--- config.mk ---
export PLATFORM = sky130hd
export DESIGN_NAME = formula_clause_loader
export DESIGN_NICKNAME = d
export VERILOG_FILES = /design/src/rtl/formula_clause_loader.sv
export SDC_FILE = /design/constraint.sdc
export NUM_CORES = 1
export LEC_CHECK = 0
export ABC_AREA = 1
export CAP_MARGIN = 20
export CORE_MARGIN = 2
export CORE_UTILIZATION = 40
export CTS_CLUSTER_SIZE = 16
export DETAILED_ROUTE_END_ITERATION = 16
export PLACE_DENSITY = 0.8
export SETUP_SLACK_MARGIN = 0.15
export SLEW_MARGIN = 5
export SYNTH_ARGS = -nofsm -noshare
export SYNTH_HDL_FRONTEND = slang
export SYNTH_SLANG_ARGS = --single-unit
--- constraint.sdc ---
create_clock -name in_clk -period 1.6 [get_ports in_clk]
set_input_delay 0.16 -clock in_clk [delete_from_list [all_inputs] [get_ports in_clk]]
set_output_delay 0.16 -clock in_clk [all_outputs]
set_load 0.005 [all_outputs]
--- src/rtl/formula_clause_loader.sv ---
`default_nettype none
// ============================================================================
// Module      : formula_clause_loader
// Description : Writer side of the clause-register bus. Accepts a formula one
//               clause per valid/ready handshake, drives index / coefficients /
//               write strobe into the clause registers, pads the unused slots
//               with zero clauses and builds the per-clause checker-enable mask.
//               Optional macro FORMULA_LOADER_CHECKSUM_EN adds an XOR checksum
//               of all accepted clause words; without it out_checksum is 0.
// Revision    : 1.0 - initial release
// ============================================================================
module formula_clause_loader #(
  parameter int MAXIMUM_BIT_WIDTH_OF_INTEGER_COEFFICIENT    = 4,
  parameter int MAXIMUM_BIT_WIDTH_OF_BOOLEAN_COEFFICIENT    = 2,
  parameter int MAXIMUM_BIT_WIDTH_OF_INTEGER_VARIABLE_INDEX = 1,
  parameter int MAXIMUM_BIT_WIDTH_OF_BOOLEAN_VARIABLE_INDEX = 1,
  parameter int MAXIMUM_BIT_WIDTH_OF_CLAUSES_INDEX          = 2,
  // Derived widths: integer word carries 2**idx coefficients plus the bias.
  localparam int IW = (2**MAXIMUM_BIT_WIDTH_OF_INTEGER_VARIABLE_INDEX + 1) *
                      MAXIMUM_BIT_WIDTH_OF_INTEGER_COEFFICIENT,
  localparam int BW = (2**MAXIMUM_BIT_WIDTH_OF_BOOLEAN_VARIABLE_INDEX) *
                      MAXIMUM_BIT_WIDTH_OF_BOOLEAN_COEFFICIENT,
  localparam int CI = MAXIMUM_BIT_WIDTH_OF_CLAUSES_INDEX,
  localparam int N  = 2**MAXIMUM_BIT_WIDTH_OF_CLAUSES_INDEX
) (
  input  logic              in_clk,
  input  logic              in_reset,
  input  logic              in_start,
  input  logic [CI:0]       in_num_clauses,
  input  logic              in_valid,
  output logic              out_ready,
  input  logic [IW-1:0]     in_clause_coefficients_integer,
  input  logic [BW-1:0]     in_clause_coefficients_boolean,
  output logic [IW-1:0]     out_clause_coefficients_integer,
  output logic [BW-1:0]     out_clause_coefficients_boolean,
  output logic [CI-1:0]     out_clause_index,
  output logic              out_write_enable,
  output logic [N-1:0]      out_checker_enable,
  output logic              out_busy,
  output logic              out_done,
  output logic              out_error,
  output logic [IW+BW-1:0]  out_checksum
);

  // Counter constants; the counter is one bit wider than the index so it can
  // hold the value N without wrapping.
  localparam logic [CI:0] c_one     = {{CI{1'b0}}, 1'b1};
  localparam logic [CI:0] c_n_slots = {1'b1, {CI{1'b0}}};
  localparam logic [CI:0] c_last    = c_n_slots - c_one;

  typedef enum logic [1:0] {
    S_IDLE = 2'd0,
    S_LOAD = 2'd1,
    S_PAD  = 2'd2,
    S_DONE = 2'd3
  } state_t;

  state_t           r_state;
  logic [CI:0]      r_count;
  logic [CI:0]      r_num;
  logic [IW-1:0]    r_coeff_int;
  logic [BW-1:0]    r_coeff_bool;
  logic [CI-1:0]    r_index;
  logic             r_we;
  logic [N-1:0]     r_mask;
  logic             r_error;

  logic             w_ready;
  logic             w_xfer;
  logic             w_start_ok;
  logic             w_num_legal;

  // Ready depends only on state and count so the source may hold valid
  // without creating a combinational loop through the handshake.
  assign w_ready     = (r_state == S_LOAD) && (r_count < r_num);
  assign w_xfer      = in_valid && w_ready;
  assign w_start_ok  = (r_state == S_IDLE) && in_start;
  assign w_num_legal = (in_num_clauses != {(CI+1){1'b0}}) &&
                       (in_num_clauses <= c_n_slots);

  // Main control FSM; all bus outputs are registered here.
  always_ff @(posedge in_clk or negedge in_reset) begin
    if (!in_reset) begin
      r_state      <= S_IDLE;
      r_count      <= '0;
      r_num        <= '0;
      r_coeff_int  <= '0;
      r_coeff_bool <= '0;
      r_index      <= '0;
      r_we         <= 1'b0;
      r_mask       <= '0;
      r_error      <= 1'b0;
    end else begin
      r_we <= 1'b0;
      case (r_state)
        S_IDLE: begin
          if (in_start) begin
            // A new load invalidates the previous formula's mask.
            r_mask <= '0;
            if (w_num_legal) begin
              r_state <= S_LOAD;
              r_count <= '0;
              r_num   <= in_num_clauses;
              r_error <= 1'b0;
            end else begin
              r_state <= S_DONE;
              r_error <= 1'b1;
            end
          end
        end

        S_LOAD: begin
          if (w_xfer) begin
            r_we                       <= 1'b1;
            r_index                    <= r_count[CI-1:0];
            r_coeff_int                <= in_clause_coefficients_integer;
            r_coeff_bool               <= in_clause_coefficients_boolean;
            r_mask[r_count[CI-1:0]]    <= 1'b1;
            r_count                    <= r_count + c_one;
          end else if (r_count == r_num) begin
            // Leaving one cycle after the last transfer keeps done strictly
            // behind the last data strobe.
            if (r_count == c_n_slots) begin
              r_state <= S_DONE;
            end else begin
              r_state <= S_PAD;
            end
          end
        end

        S_PAD: begin
          // Zero clauses fill the remaining slots; mask bits stay clear.
          r_we         <= 1'b1;
          r_index      <= r_count[CI-1:0];
          r_coeff_int  <= '0;
          r_coeff_bool <= '0;
          r_count      <= r_count + c_one;
          if (r_count == c_last) begin
            r_state <= S_DONE;
          end
        end

        S_DONE: begin
          r_state <= S_IDLE;
        end

        default: begin
          r_state <= S_IDLE;
        end
      endcase
    end
  end

  assign out_ready                       = w_ready;
  assign out_busy                        = (r_state == S_LOAD) || (r_state == S_PAD);
  assign out_done                        = (r_state == S_DONE);
  assign out_error                       = r_error;
  assign out_write_enable                = r_we;
  assign out_clause_index                = r_index;
  assign out_clause_coefficients_integer = r_coeff_int;
  assign out_clause_coefficients_boolean = r_coeff_bool;
  assign out_checker_enable              = r_mask;

`ifdef FORMULA_LOADER_CHECKSUM_EN
  logic [IW+BW-1:0] r_checksum;

  // XOR accumulator over accepted words only; padding never contributes.
  always_ff @(posedge in_clk or negedge in_reset) begin
    if (!in_reset) begin
      r_checksum <= '0;
    end else if (w_start_ok) begin
      r_checksum <= '0;
    end else if (w_xfer) begin
      r_checksum <= r_checksum ^ {in_clause_coefficients_integer,
                                  in_clause_coefficients_boolean};
    end
  end

  assign out_checksum = r_checksum;
`else
  assign out_checksum = '0;
`endif

endmodule
`default_nettype wire

* Word level (Yosys, flattened, before mapping)
Cells that the tools add are included.
Widths: inputs -> output; s select.
** Operators by class
- Equality and inequality tests :: 12
- Add/sub/neg operators :: 1
- Shift-type cells :: 0
- Bitwise gates (word level) :: 1
- Divide/modulo/power cells :: 0
- Multiply operators :: 0
- Multiplexer cells :: 25
- Reduce and logical (&&, ||, !) cells :: 16
- $lt $le $gt $ge :: 4
** Operators with widths (count)
- $pmux 12 s2 :: 1
- $pmux 4 s2 :: 2
- $mux 12 :: 1
- $mux 2 :: 6
- $mux 4 :: 3
- $ne 2x2->1 const B :: 5
- $mux 3 :: 3
- $pmux 3 s3 :: 1
- $pmux 2 s4 :: 1
- $reduce_and 4->1 :: 2
- $reduce_and 3->1 :: 2
- $reduce_bool 3->1 :: 2
- $eq 2x2->1 const B :: 2
- $logic_and 1x1->1 :: 4
- $mux 1 :: 4
- $or 4x4->4 :: 1
- $pmux 2 s2 :: 1
- $reduce_and 2->1 :: 2
- $reduce_bool 2->1 :: 2
- $add 3x1->3 const B :: 1
- $eq 3x2->1 const B :: 1
- $eq 3x3->1 :: 1
- $eq 3x3->1 const B :: 1
- $le 3x3->1 const B :: 1
- other kinds (9) :: 9
** Word-level totals
- Logic and storage cells :: 68
- Bits in latches :: 0
- Input bits :: 23
- RAM bits :: 0
- Memories :: 0
- Flip-flop bits (word level) :: 32
- Bits in read-only memories :: 0

* Logic depth before layout (Yosys ltp)
- Word-level depth :: 7
- Mapped depth :: 10

* Least setup slack after synthesis
No wires, ideal clock.
- Path type :: register to register
- Start :: register r_state[1]
- End :: register r_count[0]
- Cell stages (with the launch flop) :: 10
- Arrival time :: 1486 ps
- Path buffers :: 0
- Setup time :: 118 ps
- Clock period less this slack :: 1604 ps
- Slack :: -4 ps
- Data required time :: 1482 ps
- Path through :: dfrtp_1 inv_1 ha_1 nand2_2 nor2_4 nand3_4 nand2_1 nand3_1 nand2_1 nand2_1
** Between the ends
- Cells in the longest elaborated chain, start to end :: 5
- Elaborated cells on any way between the ends :: 11
- Those cells by class :: eq/ne: 5; mux: 1; reduce/logical: 5
** Ends and longest elaborated chain
- start: declaration :: RTL line 58 : state_t r_state;
- start signal: assignment :: RTL line 84 : r_state <= S_IDLE;
- start signal: assignment :: RTL line 101 : r_state <= S_LOAD;
- start signal: assignment :: RTL line 106 : r_state <= S_DONE;
- $eq 2x1->1 :: RTL line 75, 95
- $logic_and 1x1->1 :: RTL line 75 : assign w_ready = (r_state == S_LOAD) && (r_count < r_num);
- $logic_and 1x1->1 :: RTL line 76 : assign w_xfer = in_valid && w_ready;
- $ne 2x2->1 (no line)
- $reduce_and 4->1 (no line)
- end signal: assignment :: RTL line 119 : r_count <= r_count + c_one;
- end signal: assignment :: RTL line 137 : r_count <= r_count + c_one;
- end: declaration :: RTL line 59 : logic [CI:0] r_count;
Several ways; a longest one is shown, not always the timed one.
A chain may end at the register's enable or synchronous reset.

* Worst setup path after layout
- Start :: register r_count[1]
- End :: register r_coeff_bool[0], in the netlist out_clause_coefficients_boolean[0]
** Between the ends
- Cells in the longest elaborated chain, start to end :: 5
** Ends and longest elaborated chain
- $lt 3x3->1 :: RTL line 75
- $logic_and 1x1->1 :: RTL line 75
- $logic_and 1x1->1 :: RTL line 76
- $ne 2x2->1 (no line)
- $reduce_and 2->1 (no line)
- end signal: assignment :: RTL line 117 : r_coeff_bool <= in_clause_coefficients_boolean;
- end: declaration :: RTL line 62 : logic [BW-1:0] r_coeff_bool;
No other way between the ends.

==> impl_metrics.toml <==
[placement]
dp_hpwl_um = 2830
dpl.cell_count = 325
place.gp.congestion = 0.854
io_buffers = 49
placed_cell_area_mm2 = 0.00253

[layout]
finalNonFillerCells = 345
num_antenna_cells = 0
multi_input_area_mm2 = 0.00101
design_area_mm2 = 0.00294
drive_gt1_share_pct = 36.9
final_nets = 328
final_util_pct = 66.7
register_area_um2 = 801
nFillCells = 312
syn_to_final_growth_pct = 58.6

[drt]
drc = 0
first_pass_iters = 4
num_vias = 1659
routed_via_density = 4.81
drt-wirelength-per-cell_um = 14.0
routed_wl_um = 4840
ant_nets = 0
drt-initial-drc-count = 77

[timing]
rsz0062_at_grt = "true"
setup_ws_ns = -0.146
tns_ns = -2.70
hold_viol_final = 0
fmax_mhz = 573
report.final.slew_viol_count = 0
setup_viol = 27
worst_clock_skew_ns = 0.00826
post-route-min-period_ns = 1.75
fin_crit_sh_pct = 109

[clock_tree]
cts_sinks = 32
clkTransAtPathRegs_ns = 0.07
clock_path_buffers = 2
numCtsBuffers = 5
cts_tree = "done"
root_buffer = "clkbuf_8"
cts_htree_levels = 2
worstSkewPairLatency_ns = 0.29

[worst_setup_path]
cp-start-kind = "register"
arrival_ns = 1.95
crit_required_ns = 1.80
worst_path_max_delay_cell = "dfrtp_1"
crit_type = "register to register"
end_kind = "register"
critPathBufInv = 3
crit_family = "simple AND/OR/NAND/NOR gates"
critPathMaxStageDelay_ns = 0.40
path_cells = "ha_1, nand3b_1, buf_4, nand3_4, buf_6, nor2_8, buf_12, nand2_2, o21ai_1"
cp_max_fo = 6
r2r_setup_slack_ns = -0.15

[power]
pwr-share-comb_pct = 65.7
power_frac_clock_pct = 11.7
p_sw_uw = 2250
p_leak_uw = 0.00138
pwr-share-seq_pct = 22.6
cellPowerDensity_mw_per_mm2 = 1910
ir_drop_mv = 0.587
swShare_pct = 40.0
p_int_uw = 3380

[global_route]
grt_pass1_vias = 1668
track_usage_pct = 18.9
grt-ovfl-total = 0
grt_max_degree = 33
grt_pass1_wl_um = 7650
antenna_found_initial = 0

[die]
die_area_mm2 = 0.00520
start_util_pct = 42.0
core_area_mm2 = 0.00441
die_h_um = 72.1
ios = 66
fp.dieW_um = 72.1
fp-row-count = 24

[synth]
yosys_register_bits = 32
avgSynthCellArea_um2 = 8.92
ys_types = 23
ys_seq_area_share_pct = 43.2
ys_warn_count = 0
syn_area_mm2 = 0.00186
syn_inst = 208

[worst_hold_path]
hp-class = "input port to asynchronous set/reset pin"

[run]
maxCapViolCount = 0

[outcome]
status = "finished with violations"
failed_checks = "setup timing"
routing by layer:
metal  global-route usage (%)  up-vias  part of all wire [%]
met5                        0        -                     0
met4                     3.77        0                   1.0
met3                     4.86        6                   6.1
met2                     36.0       64                    54
met1                     21.0      802                    39
li1                         -      787                     -
sequential cells by signal, summed over array words and instances, names as in the netlist:
signal,cells
out_clause_coefficients_boolean,4
r_state,2
out_write_enable,1
r_count,3
out_checker_enable,4
out_clause_coefficients_integer,12
out_error,1
r_num,3
out_clause_index,2
path summary, 6_finish.rpt:
check	to	from	cells past startpoint
setup / recovery	out_clause_coefficients_boolean[0]	r_count[1]	9
hold / removal	r_num[1]	in_reset	2
setup reg to reg	out_clause_coefficients_boolean[0]	r_count[1]	9
hold reg to reg	out_error	out_error	2
max in group asynchronous	out_clause_coefficients_integer[5]	in_reset	2
min in group in_clk	out_clause_coefficients_boolean[3]	in_clause_coefficients_boolean[3]	3
timing repair:
| action | in CTS | in global routing |
|---|---|---|
| hold buffers | 0 | 0 |
| cloned | 2 | 0 |
| endpoints found under the setup margin | 30 | 31 |
| setup buffers | 7 | 3 |
| pin swaps | 2 | 6 |
| resized for setup | 49 | 17 |
cells in the mapped netlist:
cell type,count,area share [%]
nor2_4,1,0.61
conb_1,1,0.20
nor2_2,2,0.67
and2_2,1,0.40
buf_6,2,1.2
a21oi_1,5,1.3
ha_1,13,8.8
nand2_1,33,6.7
buf_4,16,6.5
nand3_1,7,1.9
buf_12,1,1.1
o21ai_0,13,3.5
nand3b_1,1,0.40
inv_1,31,6.3
nor2_1,17,3.4
nand3_4,1,0.94
o21ai_2,12,5.7
clkinv_1,1,0.20
nor2_8,1,1.1
nand4_1,4,1.3
nand2_2,11,3.7
dfrtp_1,32,43
a21oi_2,2,0.94
power groups by stage:
stage,registers [uW],logic [uW],clock network (uW)
floorplan,1300,1470,0
CTS,1250,3400,661
global placement,1260,2560,0
detailed placement,1260,2630,0
global route,1300,4020,704
finish,1270,3700,656
placed cells by master, fill, tap and decap left out, types with 2 or more instances in the layout:
master / Yosys / layout
nor2_4: 1 / 3
buf_4: 16 / 18
ha_1: 13 / 9
o21ai_4: 0 / 2
conb_1: 1 / 16
o21ai_2: 12 / 13
dfrtp_1: 32 / 32
inv_2: 0 / 4
inv_1: 31 / 27
ha_4: 0 / 3
nand3_1: 7 / 5
buf_16: 0 / 2
clkbuf_8: 0 / 6
o21ai_1: 0 / 5
a21oi_1: 5 / 3
nand2_1: 33 / 16
clkinv_2: 0 / 3
clkdlybuf4s50_1: 0 / 46
o21ai_0: 13 / 5
nor2_1: 17 / 16
buf_6: 2 / 8
nand2_4: 0 / 2
buf_12: 1 / 5
nand3_4: 1 / 3
nand4_1: 4 / 4
a21oi_2: 2 / 4
nand2_2: 11 / 25
stage by stage:
step	hold slack, ns	setup WS (ns)	power [uW]
global placement	0.492	-0.0353	3820
global route	0.341	-0.231	6020
CTS	0.296	-0.0646	5310
detailed placement	0.494	-0.0757	3890
floorplan	-0.136	0.132	2770
finish	0.275	-0.146	5630
cell type report:
| class | count | area share (%) |
|---|---|---|
| Sequential cell | 32 | 27.2 |
| Multi-Input combinational cell | 140 | 34.2 |
| Inverter | 32 | 4.12 |
| Clock inverter | 2 | 0.340 |
| Tap cell | 52 | 2.21 |
| Timing Repair Buffer | 81 | 29.1 |
| Clock buffer | 6 | 2.81 |
worst reg2reg max path, delay by kind of cell, from the launching register on:
family	cells	cell delay [ns]
simple gates	4	0.44
buf+inv	3	0.43
flops	1	0.40
fa+ha+maj	1	0.32
compound gates	1	0.08
cell families after synthesis:
logic type / Yosys count / synth area share, %
AOI/OAI and AO/OA: 32 / 11.5
adders and majority gates: 13 / 8.77
buffers and inverters: 51 / 15.2
DFF: 32 / 43.2
other: 1 / 0.202
and+or+nand+nor: 79 / 21.2
(Power assumes the default switching activity.)
